===== src/rtl/armleocpu_ptw_multilevel.sv =====
// Multilevel page-table walker for the ArmleoCPU MMU (Sv32/Sv39).
// Single outstanding Avalon read; abort drains any read already in flight.
module armleocpu_ptw_multilevel #(
  parameter int LEVELS    = 2,
  parameter int VPN_BITS  = 10,
  parameter int PPN_BITS  = 22,
  parameter int PTE_BYTES = 4
) (
  input  logic                         clk,
  input  logic                         async_rst_n,
  output logic [PPN_BITS+12-1:0]       avl_address,
  output logic                         avl_read,
  input  logic [8*PTE_BYTES-1:0]       avl_readdata,
  input  logic                         avl_readdatavalid,
  input  logic                         avl_waitrequest,
  input  logic [1:0]                   avl_response,
  input  logic                         resolve_request,
  output logic                         resolve_ack,
  input  logic [LEVELS*VPN_BITS-1:0]   virtual_address,
  input  logic                         resolve_abort,
  output logic                         resolve_done,
  output logic                         resolve_pagefault,
  output logic                         resolve_accessfault,
  output logic [7:0]                   resolve_access_bits,
  output logic [PPN_BITS-1:0]          resolve_physical_address,
  output logic [1:0]                   resolve_level,
  input  logic                         matp_mode,
  input  logic [PPN_BITS-1:0]          matp_ppn
);

  localparam int PTE_W = 8 * PTE_BYTES;
  localparam int VA_W  = LEVELS * VPN_BITS;
  localparam int OFF_W = $clog2(PTE_BYTES);
  localparam logic [1:0] TOP = 2'(LEVELS - 1);

  localparam logic [2:0] IDLE    = 3'd0;
  localparam logic [2:0] ISSUE   = 3'd1;
  localparam logic [2:0] WAIT    = 3'd2;
  localparam logic [2:0] RESPOND = 3'd3;
  localparam logic [2:0] DRAIN   = 3'd4;

  logic [2:0]          state_q, state_d;
  logic [VA_W-1:0]     vpn_q, vpn_d;
  logic [PPN_BITS-1:0] base_q, base_d;
  logic [1:0]          lvl_q, lvl_d;
  logic                done_q, done_d;
  logic                pf_q, pf_d;
  logic                af_q, af_d;
  logic [PPN_BITS-1:0] pa_q, pa_d;
  logic [7:0]          bits_q, bits_d;
  logic [1:0]          rlvl_q, rlvl_d;

  logic [VPN_BITS-1:0] seg;
  logic [PPN_BITS-1:0] pte_ppn;
  logic [PPN_BITS-1:0] leaf_pa;
  logic [7:0]          fl;
  logic                misal;
  logic                rsvd;
  logic                bad;
  logic                is_leaf;
  logic [1:0]          unused_rsw;

  assign fl         = avl_readdata[7:0];
  assign pte_ppn    = avl_readdata[10 +: PPN_BITS];
  assign unused_rsw = avl_readdata[9:8];

  generate
    if (PTE_W > 10 + PPN_BITS) begin : g_rsvd
      assign rsvd = |avl_readdata[PTE_W-1:10+PPN_BITS];
    end else begin : g_no_rsvd
      assign rsvd = 1'b0;
    end
  endgenerate

  assign bad     = ~fl[0] | (~fl[1] & fl[2]) | rsvd;
  assign is_leaf = fl[1] | fl[3];

  always_comb begin
    seg = '0;
    for (int i = 0; i < LEVELS; i++)
      if (lvl_q == 2'(i))
        seg = vpn_q[i*VPN_BITS +: VPN_BITS];
  end

  // Superpage: low PPN segments must be zero and come from the VPN
  always_comb begin
    leaf_pa = pte_ppn;
    misal   = 1'b0;
    for (int i = 0; i < LEVELS - 1; i++)
      if (2'(i) < lvl_q) begin
        misal = misal | (|pte_ppn[i*VPN_BITS +: VPN_BITS]);
        leaf_pa[i*VPN_BITS +: VPN_BITS] = vpn_q[i*VPN_BITS +: VPN_BITS];
      end
  end

  assign avl_address = {base_q, seg, {OFF_W{1'b0}}};
  assign avl_read    = (state_q == ISSUE) && !resolve_abort;
  assign resolve_ack = (state_q == IDLE);

  assign resolve_done             = done_q;
  assign resolve_pagefault        = pf_q;
  assign resolve_accessfault      = af_q;
  assign resolve_access_bits      = bits_q;
  assign resolve_physical_address = pa_q;
  assign resolve_level            = rlvl_q;

  always_comb begin
    state_d = state_q;
    vpn_d   = vpn_q;
    base_d  = base_q;
    lvl_d   = lvl_q;
    pa_d    = pa_q;
    bits_d  = bits_q;
    rlvl_d  = rlvl_q;
    done_d  = 1'b0;
    pf_d    = 1'b0;
    af_d    = 1'b0;
    case (state_q)
      IDLE: begin
        if (resolve_request) begin
          vpn_d  = virtual_address;
          base_d = matp_ppn;
          lvl_d  = TOP;
          if (!matp_mode) begin
            state_d = RESPOND;
            done_d  = 1'b1;
            pa_d    = PPN_BITS'(virtual_address);
            bits_d  = 8'hDF;
            rlvl_d  = 2'd0;
          end else begin
            state_d = ISSUE;
          end
        end
      end
      ISSUE: begin
        if (resolve_abort)         state_d = IDLE;
        else if (!avl_waitrequest) state_d = WAIT;
      end
      WAIT: begin
        if (resolve_abort) begin
          state_d = avl_readdatavalid ? IDLE : DRAIN;
        end else if (avl_readdatavalid) begin
          state_d = RESPOND;
          if (avl_response != 2'b00) begin
            af_d = 1'b1;
          end else if (bad) begin
            pf_d = 1'b1;
          end else if (is_leaf) begin
            if (misal || !fl[6]) begin
              pf_d = 1'b1;
            end else begin
              done_d = 1'b1;
              pa_d   = leaf_pa;
              bits_d = fl;
              rlvl_d = lvl_q;
            end
          end else if (lvl_q == 2'd0 || fl[4] || fl[6] || fl[7]) begin
            pf_d = 1'b1;
          end else begin
            base_d  = pte_ppn;
            lvl_d   = lvl_q - 2'd1;
            state_d = ISSUE;
          end
        end
      end
      RESPOND: state_d = IDLE;
      DRAIN: begin
        if (avl_readdatavalid) state_d = IDLE;
      end
      default: state_d = IDLE;
    endcase
  end

  always_ff @(posedge clk or negedge async_rst_n) begin
    if (!async_rst_n) begin
      state_q <= IDLE;
      vpn_q   <= '0;
      base_q  <= '0;
      lvl_q   <= TOP;
      done_q  <= 1'b0;
      pf_q    <= 1'b0;
      af_q    <= 1'b0;
      pa_q    <= '0;
      bits_q  <= '0;
      rlvl_q  <= '0;
    end else begin
      state_q <= state_d;
      vpn_q   <= vpn_d;
      base_q  <= base_d;
      lvl_q   <= lvl_d;
      done_q  <= done_d;
      pf_q    <= pf_d;
      af_q    <= af_d;
      pa_q    <= pa_d;
      bits_q  <= bits_d;
      rlvl_q  <= rlvl_d;
    end
  end

endmodule


===== config.mk =====
export PLATFORM = sky130hd
export DESIGN_NAME = armleocpu_ptw_multilevel
export DESIGN_NICKNAME = d
export VERILOG_FILES = /design/src/rtl/armleocpu_ptw_multilevel.sv
export SDC_FILE = /design/constraint.sdc
export NUM_CORES = 1
export LEC_CHECK = 0
export BUFFER_PORTS_ARGS = -buffer_cell sky130_fd_sc_hd__buf_2
export CELL_PAD_IN_SITES_DETAIL_PLACEMENT = 1
export CELL_PAD_IN_SITES_GLOBAL_PLACEMENT = 1
export CORE_ASPECT_RATIO = 1.2
export CORE_UTILIZATION = 40
export DETAILED_ROUTE_END_ITERATION = 8
export GPL_TIMING_DRIVEN = 1
export HOLD_SLACK_MARGIN = 0.05
export PLACE_DENSITY_LB_ADDON = 0.12
export SYNTH_ARGS = -nofsm -noshare
export SYNTH_HDL_FRONTEND = slang
export SYNTH_SLANG_ARGS = --single-unit
export TNS_END_PERCENT = 10

===== constraint.sdc =====
create_clock -name clk -period 4.74 [get_ports clk]
set_input_delay 0.474 -clock clk [delete_from_list [all_inputs] [get_ports clk]]
set_output_delay 0.474 -clock clk [all_outputs]
set_load 0.01 [all_outputs]

==> flow_summary.ini, run 1 <==
[yosys]
synth_ff_type = dfrtp_1
yosysUniqueCellTypes = 42
yosysTopAreaCellShare = 0.482
synthTopCellsByArea = dfrtp_1 48%, mux2_2 12%, nand2_1 10%
yosys_warnings = 0
syn_area_mm2 = 0.00420
yosysTopAreaCell = dfrtp_1
synth_seq_cells = 82
syn_inst = 412
synth_top_cells_by_count = 115 x nand2_1, 81 x dfrtp_1, 46 x mux2_2
yosysMostFrequentCell = nand2_1
avgSynthCellArea_um2 = 10.2
synth_seq_area_share = 0.489
ys_async_sr_fraction = 1.00
synth_edf_count = 0

[setup_path]
rr_worst_depth = 6
critPathCaptureType = flop
reg2reg_from = lvl_q[1]
arrival_ns = 3.22
path_max_fanout = 17
worst-r2r-setup-slack_ns = 1.77
required_ns = 4.99
worstReg2RegEnd = resolve_physical_address[6]
start_kind = flop
crit_type = reg -> reg

[placement]
port_buffers = 149
dp_hpwl_um = 8550
placed_cells = 667
place_congestion = 0.801

[sta]
skew_ns = 0.00449
post-route-period-util = 0.626
period_minus_slack_ns = 2.97
drv_slew = 0
tns_ns = 0
rsz0062_at_grt = no
holdWs_ns = 0.336
slew_headroom = 0.213
hold_viol = 0
worstMarginPinSlew_ns = 1.18
setup_viol = 0
fmax_ghz = 0.337

[floorplanning]
rows = 40
core_area_mm2 = 0.0101
initial_core_util = 0.416
fp.dieW_um = 95.6
io_pins = 154
dieArea_mm2 = 0.0109
die_y_um = 114

[clock_tree]
post_cts_buffers = 0
clock_sink_count = 82
cts_resized = 0
cts.htree.levels = 3
clockBufferDepth = 2
cts_buffers = 9
cts_tree = built
clk_pin_slew_worst_paths_ns = 0.06
insertion_delay_ns = 0.33
postCtsHoldBufs = 0
cts_root_buffer = clkbuf_16

[global_routing]
gr-total-overflow = 0
antenna_found_initial = 1
grt_pass1_wl_um = 18600
grt_usage = 0.227
grt_max_degree = 83
first_global_vias = 3680

[run]
cap_violations = 0

[pwr]
p_leak_nw = 2.59
seqPwrFrac = 0.355
power_density_mw_per_mm2 = 632
p_sw_mw = 1.21
switching_share = 0.359
intPower_mw = 2.15
comb_power_share = 0.422
pwr-share-clk = 0.224
peakVddDrop_mv = 0.230

[route]
viasPerCell = 5.08
ant_nets = 0
vias = 3465
drt_wl_total_um = 11500
wl_per_cell_um = 16.9
drt-pass1-iter-count = 4
drc_errors = 0
drt-initial-drc-count = 98

[layout]
num_antenna_cells = 0
areaGrowthSynthToFinish_pct = 26.6
drive_gt1_frac = 0.419
nets = 637
stdcell_count = 682

[outcome]
status = completed

[worst_hold_path]
hold_class = in -> async
-- worst max-delay path, cell delays in order (launching register included) --
cell and delay, ns:
dfrtp_1 0.37, inv_1 0.10, ha_1 0.59, a31oi_1 0.26, o31ai_4 1.01, buf_4 0.33, mux2i_1 0.21
-- registers in the layout, indices dropped and copies added (netlist names) --
register                  count
resolve_level                 2
vpn_q                        20
resolve_access_bits           8
lvl_q                         2
base_q                       22
resolve_pagefault             1
resolve_done                  1
resolve_accessfault           1
resolve_physical_address     22
state_q                       3
-- power by group through the flow --
stage | combinational [mW] | clock [mW] | sequential (mW)
2_1_floorplan | 0.878 | 0 | 1.24
3_3_place_gp | 1.40 | 0 | 1.19
3_5_place_dp | 1.44 | 0 | 1.21
4_1_cts | 1.45 | 0.767 | 1.20
5_1_grt | 1.56 | 0.801 | 1.23
6_report | 1.42 | 0.752 | 1.19
-- stage by stage --
step	util	worst slack (ns)	power, mW	area, µm²
6_report	0.526	1.77	3.36	5320
5_1_grt	0.526	1.45	3.60	5320
4_1_cts	0.526	1.71	3.41	5320
3_5_place_dp	0.495	1.73	2.64	5000
3_3_place_gp	0.495	1.77	2.59	5000
2_1_floorplan	-	2.51	2.12	4210
-- metal layers --
layer  vias up  track usage  share of wire
met5         -            0         0.0011
met4         2       0.0836          0.018
li1       1644            -              -
met1      1707        0.271           0.41
met2        96        0.398           0.52
met3        16       0.0452          0.052
-- cell type report --
class	instances	area [µm²]
sequential	82	2050
tap	126	158
multi-input combinational	291	1950
clock inverter	2	60.1
clock buffer	13	260
fill	1205	4790
timing repair buffer	154	786
inverter	14	52.6
-- kinds of logic after synthesis --
logic type                 after synthesis  synth area share
DFF                                     82             0.489
adders and majority gates                2           0.00595
other                                    1          0.000893
buffers and inverters                   40            0.0491
AOI/OAI and AO/OA                       33            0.0491
muxes                                   84             0.222
and+or+nand+nor                        170             0.184
-- layout by cell type, fill, tap and decap left out, types with 2 or more instances in the layout --
master     netlist  routed
nand2_1        115     115
nor4b_4          2       2
or2_2            2       2
dfrtp_1         81      81
a21oi_1         11      11
buf_4            5       6
nand2b_1         2       2
clkbuf_16        0       9
nor2_1          27      27
clkbuf_1         5       2
bufinv_16        0       2
o21ai_0         12      12
nor2b_1          4       4
nand3_1          2       2
o21bai_1         2       2
ha_1             2       2
nor3_1           3       2
mux2i_1         30      30
clkbuf_8         0       2
conb_1           1       2
nor4_1           4       4
buf_2           12     148
mux2_4           7       7
nor3b_1          2       2
mux2_2          46      46
inv_1           14      14
-- worst max path at each step --
stage                     startpoint                          end  slack [ns]  cells after the start
after floorplan             lvl_q[0]                   base_q[10]        2.51                      7
after global placement      lvl_q[1]  resolve_physical_address[5]        1.77                      6
after detailed placement    lvl_q[1]  resolve_physical_address[6]        1.73                      6
after CTS                   lvl_q[1]  resolve_physical_address[6]        1.71                      6
after global routing        lvl_q[1]  resolve_physical_address[6]        1.45                      6
final                       lvl_q[1]  resolve_physical_address[6]        1.77                      6
No activity file was read; power rests on OpenSTA's default activity.
==> run 2, diff against run 1 <==
ABC_AREA = 1   (was unset)
CORE_UTILIZATION = 31   (was 40)
clock period = 2.6 ns   (was 4.74 ns; I/O delays follow)
==> flow_summary.ini, run 2 <==
[layout]
final_common_cell = nand2_1
drive_gt1_frac = 0.266
final_cell_mix = 246 x nand2_1, 148 x buf_2, 81 x dfrtp_1
areaGrowthSynthToFinish_pct = 27.9
fillers = 1728
stdcell_count = 882
num_antenna_cells = 0
nets = 794

[route]
vias = 4066
ant_nets = 0
drt-initial-drc-count = 170
drc_errors = 0
wl_per_cell_um = 15.7
drt_wl_total_um = 13900
viasPerCell = 4.61
drt-pass1-iter-count = 4

[setup_path]
critPathSlowestCell = dfrtp_1
arrival_ns = 1.96
reg2reg_from = lvl_q[0]
path_max_fanout = 30
crit_type = reg -> out
rr_worst_depth = 8
worst-r2r-setup-slack_ns = 0.42
cp-startpoint = lvl_q[1]
cp_cell_sequence = inv_1 -> ha_1 -> buf_4 -> nand2_1 -> o21ai_0 -> buf_2
required_ns = 2.34
critPathCaptureType = output port
slowest_delay_ns = 0.36
worstReg2RegEnd = lvl_q[1]
critPathCapture = avl_address[7]
start_kind = flop

[placement]
place_congestion = 0.877
placed_cells = 865
pre_cts_ws_ns = 0.405
port_buffers = 149
dp_hpwl_um = 10300

[global_routing]
first_global_vias = 4216
grt_usage = 0.204
grt_max_degree = 44
grt_pass1_wl_um = 21600
antenna_found_initial = 0
gr-total-overflow = 0

[yosys]
synth_edf_count = 0
yosysUniqueCellTypes = 28
yosys_warnings = 0
synthTopCellsByArea = dfrtp_1 48%, nand2_1 22%, o21ai_0 7.7%
syn_inst = 571
yosysTopAreaCellShare = 0.483
synth_top_cells_by_count = 246 x nand2_1, 81 x dfrtp_1, 65 x o21ai_0
avgSynthCellArea_um2 = 7.36
synth_seq_cells = 82
synth_ff_type = dfrtp_1
yosysTopAreaCell = dfrtp_1
synth_seq_area_share = 0.489
syn_area_mm2 = 0.00420
ys_async_sr_fraction = 1.00
yosysMostFrequentCell = nand2_1

[floorplanning]
io_pins = 154
core_area_mm2 = 0.0132
die_y_um = 130
initial_core_util = 0.317
fp.dieW_um = 108
dieArea_mm2 = 0.0140
rows = 46

[clock_tree]
cts_buffers = 9
cts_tree = built
cts_root_buffer = clkbuf_16
clk_pin_slew_worst_paths_ns = 0.06
clock_sink_count = 82
insertion_delay_ns = 0.33
post_cts_buffers = 0
clockBufferDepth = 2
cts.htree.levels = 3
postCtsHoldBufs = 1
cts_resized = 0

[sta]
rsz0062_at_grt = no
fin_ws_ns = 0.382
hold_viol = 0
post-route-period-util = 0.853
slew_headroom = 0.580
worstMarginPinSlew_ns = 0.629
period_minus_slack_ns = 2.22
drv_slew = 0
tns_ns = 0
fmax_ghz = 0.451
setup_viol = 0
skew_ns = 0.00421

[pwr]
peakVddDrop_mv = 0.394
intPower_mw = 3.64
pwr-share-clk = 0.200
p_sw_mw = 2.89
comb_power_share = 0.466
p_leak_nw = 3.10
seqPwrFrac = 0.334
switching_share = 0.443
power_density_mw_per_mm2 = 1220

[worst_hold_path]
min_path_cells = 3
hold_class = in -> reg

[run]
cap_violations = 0

[outcome]
status = completed
[run 2: worst min path at each step]
stage	startpoint	end
finish	virtual_address[7]	vpn_q[7]
CTS	virtual_address[6]	vpn_q[6]
global route	virtual_address[10]	vpn_q[10]
detailed placement	async_rst_n	base_q[21]
global placement	async_rst_n	base_q[21]
floorplan	async_rst_n	base_q[0]
[run 2: per-layer routing]
metal  global-route usage  part of all wire  up-vias
li1                     -                 -     2041
met1                0.253              0.44     1916
met2                0.365              0.51       93
met3               0.0216             0.033       16
met4               0.0723             0.019        0
met5                    0                 0        -
[run 2: power groups by stage]
stage	clock, mW	sequential (mW)	combinational (mW)
3_5_place_dp	0	2.20	3.11
4_1_cts	1.34	2.18	3.12
3_3_place_gp	0	2.18	3.03
6_report	1.31	2.18	3.05
5_1_grt	1.39	2.24	3.45
2_1_floorplan	0	2.33	1.82
[run 2: cell families (layout without fill, tap and decap cells)]
kind of cell / Yosys count / in the layout / synth area share
AND/OR/NAND/NOR: 313 / 313 / 0.303
buffers and inverters: 93 / 235 / 0.0974
flip-flops: 82 / 82 / 0.489
AO/OA/AOI/OAI: 80 / 80 / 0.104
adder cells (fa/ha/maj): 2 / 2 / 0.00596
other: 1 / 2 / 0.000893
[run 2: layout make-up]
cell class / count / area (µm²) / share of cell area
Inverter: 60 / 225 / 0.0419
Multi-Input combinational cell: 397 / 1740 / 0.324
Timing Repair Buffer: 159 / 838 / 0.156
Tap cell: 168 / 210 / 0.0391
Sequential cell: 82 / 2050 / 0.382
Clock buffer: 9 / 225 / 0.0419
Clock inverter: 7 / 76.3 / 0.0142
[run 2: stage by stage]
step | total power [mW] | hold slack (ns) | area (µm²) | utilization
2_1_floorplan | 4.15 | -0.0356 | 4200 | -
3_3_place_gp | 5.21 | 0.324 | 5060 | 0.382
3_5_place_dp | 5.31 | 0.327 | 5060 | 0.382
4_1_cts | 6.64 | 0.188 | 5370 | 0.406
5_1_grt | 7.08 | 0.209 | 5370 | 0.406
6_report | 6.53 | 0.193 | 5370 | 0.406
[run 2: worst max-delay path: cells and delay by family, from the launching register on]
| kind | cells | cell delay [ns] |
|---|---|---|
| flops | 1 | 0.36 |
| buf+inv | 3 | 0.63 |
| compound gates | 1 | 0.28 |
| simple gates | 1 | 0.10 |
| fa+ha+maj | 1 | 0.25 |
==> run 3, diff against run 2 <==
ABC_AREA = unset   (was 1)
CORE_UTILIZATION = 35   (was 31)
CTS_BUF_LIST = sky130_fd_sc_hd__clkbuf_4 sky130_fd_sc_hd__clkbuf_8   (was unset)
==> flow_summary.ini, run 3 (same netlist as run 1, synthesis figures left out) <==
[clock_tree]
cts_root_buffer = clkbuf_8
cts_tree = built
clockBufferDepth = 2
cts_buffers = 9
clk_pin_slew_worst_paths_ns = 0.09
post_cts_buffers = 0
cts_resized = 0
cts.htree.levels = 3
insertion_delay_ns = 0.36
clock_sink_count = 82

[setup_path]
crit_type = reg -> reg
start_kind = flop
critPathCaptureType = flop
arrival_ns = 2.63
path_max_fanout = 21
required_ns = 2.85

[sta]
rsz0062_at_grt = no
worstMarginPinSlew_ns = 0.695
fin_ws_ns = 0.213
setup_viol = 0
fmax_ghz = 0.419
post-route-period-util = 0.918
slew_headroom = 0.536
drv_slew = 0
hold_viol = 0
skew_ns = 0.00945
tns_ns = 0
period_minus_slack_ns = 2.39

[global_routing]
grt_max_degree = 54
grt_usage = 0.207
gr-total-overflow = 0
antenna_found_initial = 0
grt_pass1_wl_um = 19500
first_global_vias = 3772

[floorplanning]
die_y_um = 122
initial_core_util = 0.362
io_pins = 154
core_area_mm2 = 0.0116
rows = 43
fp.dieW_um = 102
dieArea_mm2 = 0.0124

[layout]
nets = 643
drive_gt1_frac = 0.428
final_common_cell = buf_2
num_antenna_cells = 0
areaGrowthSynthToFinish_pct = 26.8
final_cell_mix = 148 x buf_2, 115 x nand2_1, 81 x dfrtp_1

[run]
cap_violations = 0

[route]
drt_wl_total_um = 12100
viasPerCell = 4.91
ant_nets = 0
vias = 3538
drc_errors = 0
drt-pass1-iter-count = 4
wl_per_cell_um = 16.8
drt-initial-drc-count = 85

[placement]
pre_cts_ws_ns = 0.243
port_buffers = 149
dp_hpwl_um = 8890
place_congestion = 0.766

[pwr]
power_density_mw_per_mm2 = 1080
peakVddDrop_mv = 0.397
p_leak_nw = 2.59

[outcome]
status = completed

[worst_hold_path]
hold_class = in -> reg
[run 3: power breakdown]
part / internal, mW / switching (mW) / leakage (nW)
registers: 1.81 / 0.379 / 0.969
logic: 1.27 / 1.37 / 1.51
clock network: 0.459 / 0.498 / 0.104
total: 3.54 / 2.24 / 2.59
[run 3: critical path: stages (launching register included)]
cell and delay (ns):
dfstp_2 0.56, inv_1 0.05, ha_1 0.23, buf_4 0.24, a31oi_1 0.49, o31ai_4 0.14, buf_4 0.24, mux2_4 0.32
[run 3: area by class of cell]
type	count	area, µm²
Inverter	14	52.6
Fill cell	1414	6290
Multi-Input combinational cell	291	1960
Clock buffer	10	131
Tap cell	157	196
Clock inverter	6	66.3
Sequential cell	82	2050
Timing Repair Buffer	160	871
[run 3: routing by layer]
layer  vias up  GRT usage  wire (µm)
li1       1659          -          -
met1      1773      0.261       5260
met2        93      0.352       6170
met3        13     0.0430        502
met4         0     0.0661        170
met5         -          0          0
[run 3: path summary, 6_finish.rpt]
| kind | cells past startpoint | start | slack, ns | to |
|---|---|---|---|---|
| max | 7 | lvl_q[0] | 0.21 | resolve_physical_address[15] |
| min | 2 | avl_readdatavalid | 0.10 | state_q[2] |
| max reg2reg | 7 | lvl_q[0] | 0.21 | resolve_physical_address[15] |
| min reg2reg | 1 | resolve_access_bits[0] | 0.47 | resolve_access_bits[0] |
| max in group asynchronous | 3 | async_rst_n | 1.42 | lvl_q[0] |
| min in group asynchronous | 2 | async_rst_n | 0.49 | state_q[1] |
[run 3: timing repair]
item | 4_1_cts | 5_1_grt
hold buffers | 1 | 0
endpoints found under the setup margin | 0 | 0
hold endpoints to repair | 49 | 0
[run 3: per-stage QoR]
step	instance area, µm²	util	total power [mW]	instances	hold WS [ns]
after floorplan	4210	-	3.86	413	-0.0356
after CTS	5330	0.459	5.88	720	0.0878
after detailed placement	5120	0.441	4.89	703	0.354
after global placement	5120	0.441	4.81	703	0.353
final	5330	0.459	5.78	720	0.103
after global routing	5330	0.459	6.21	720	0.101
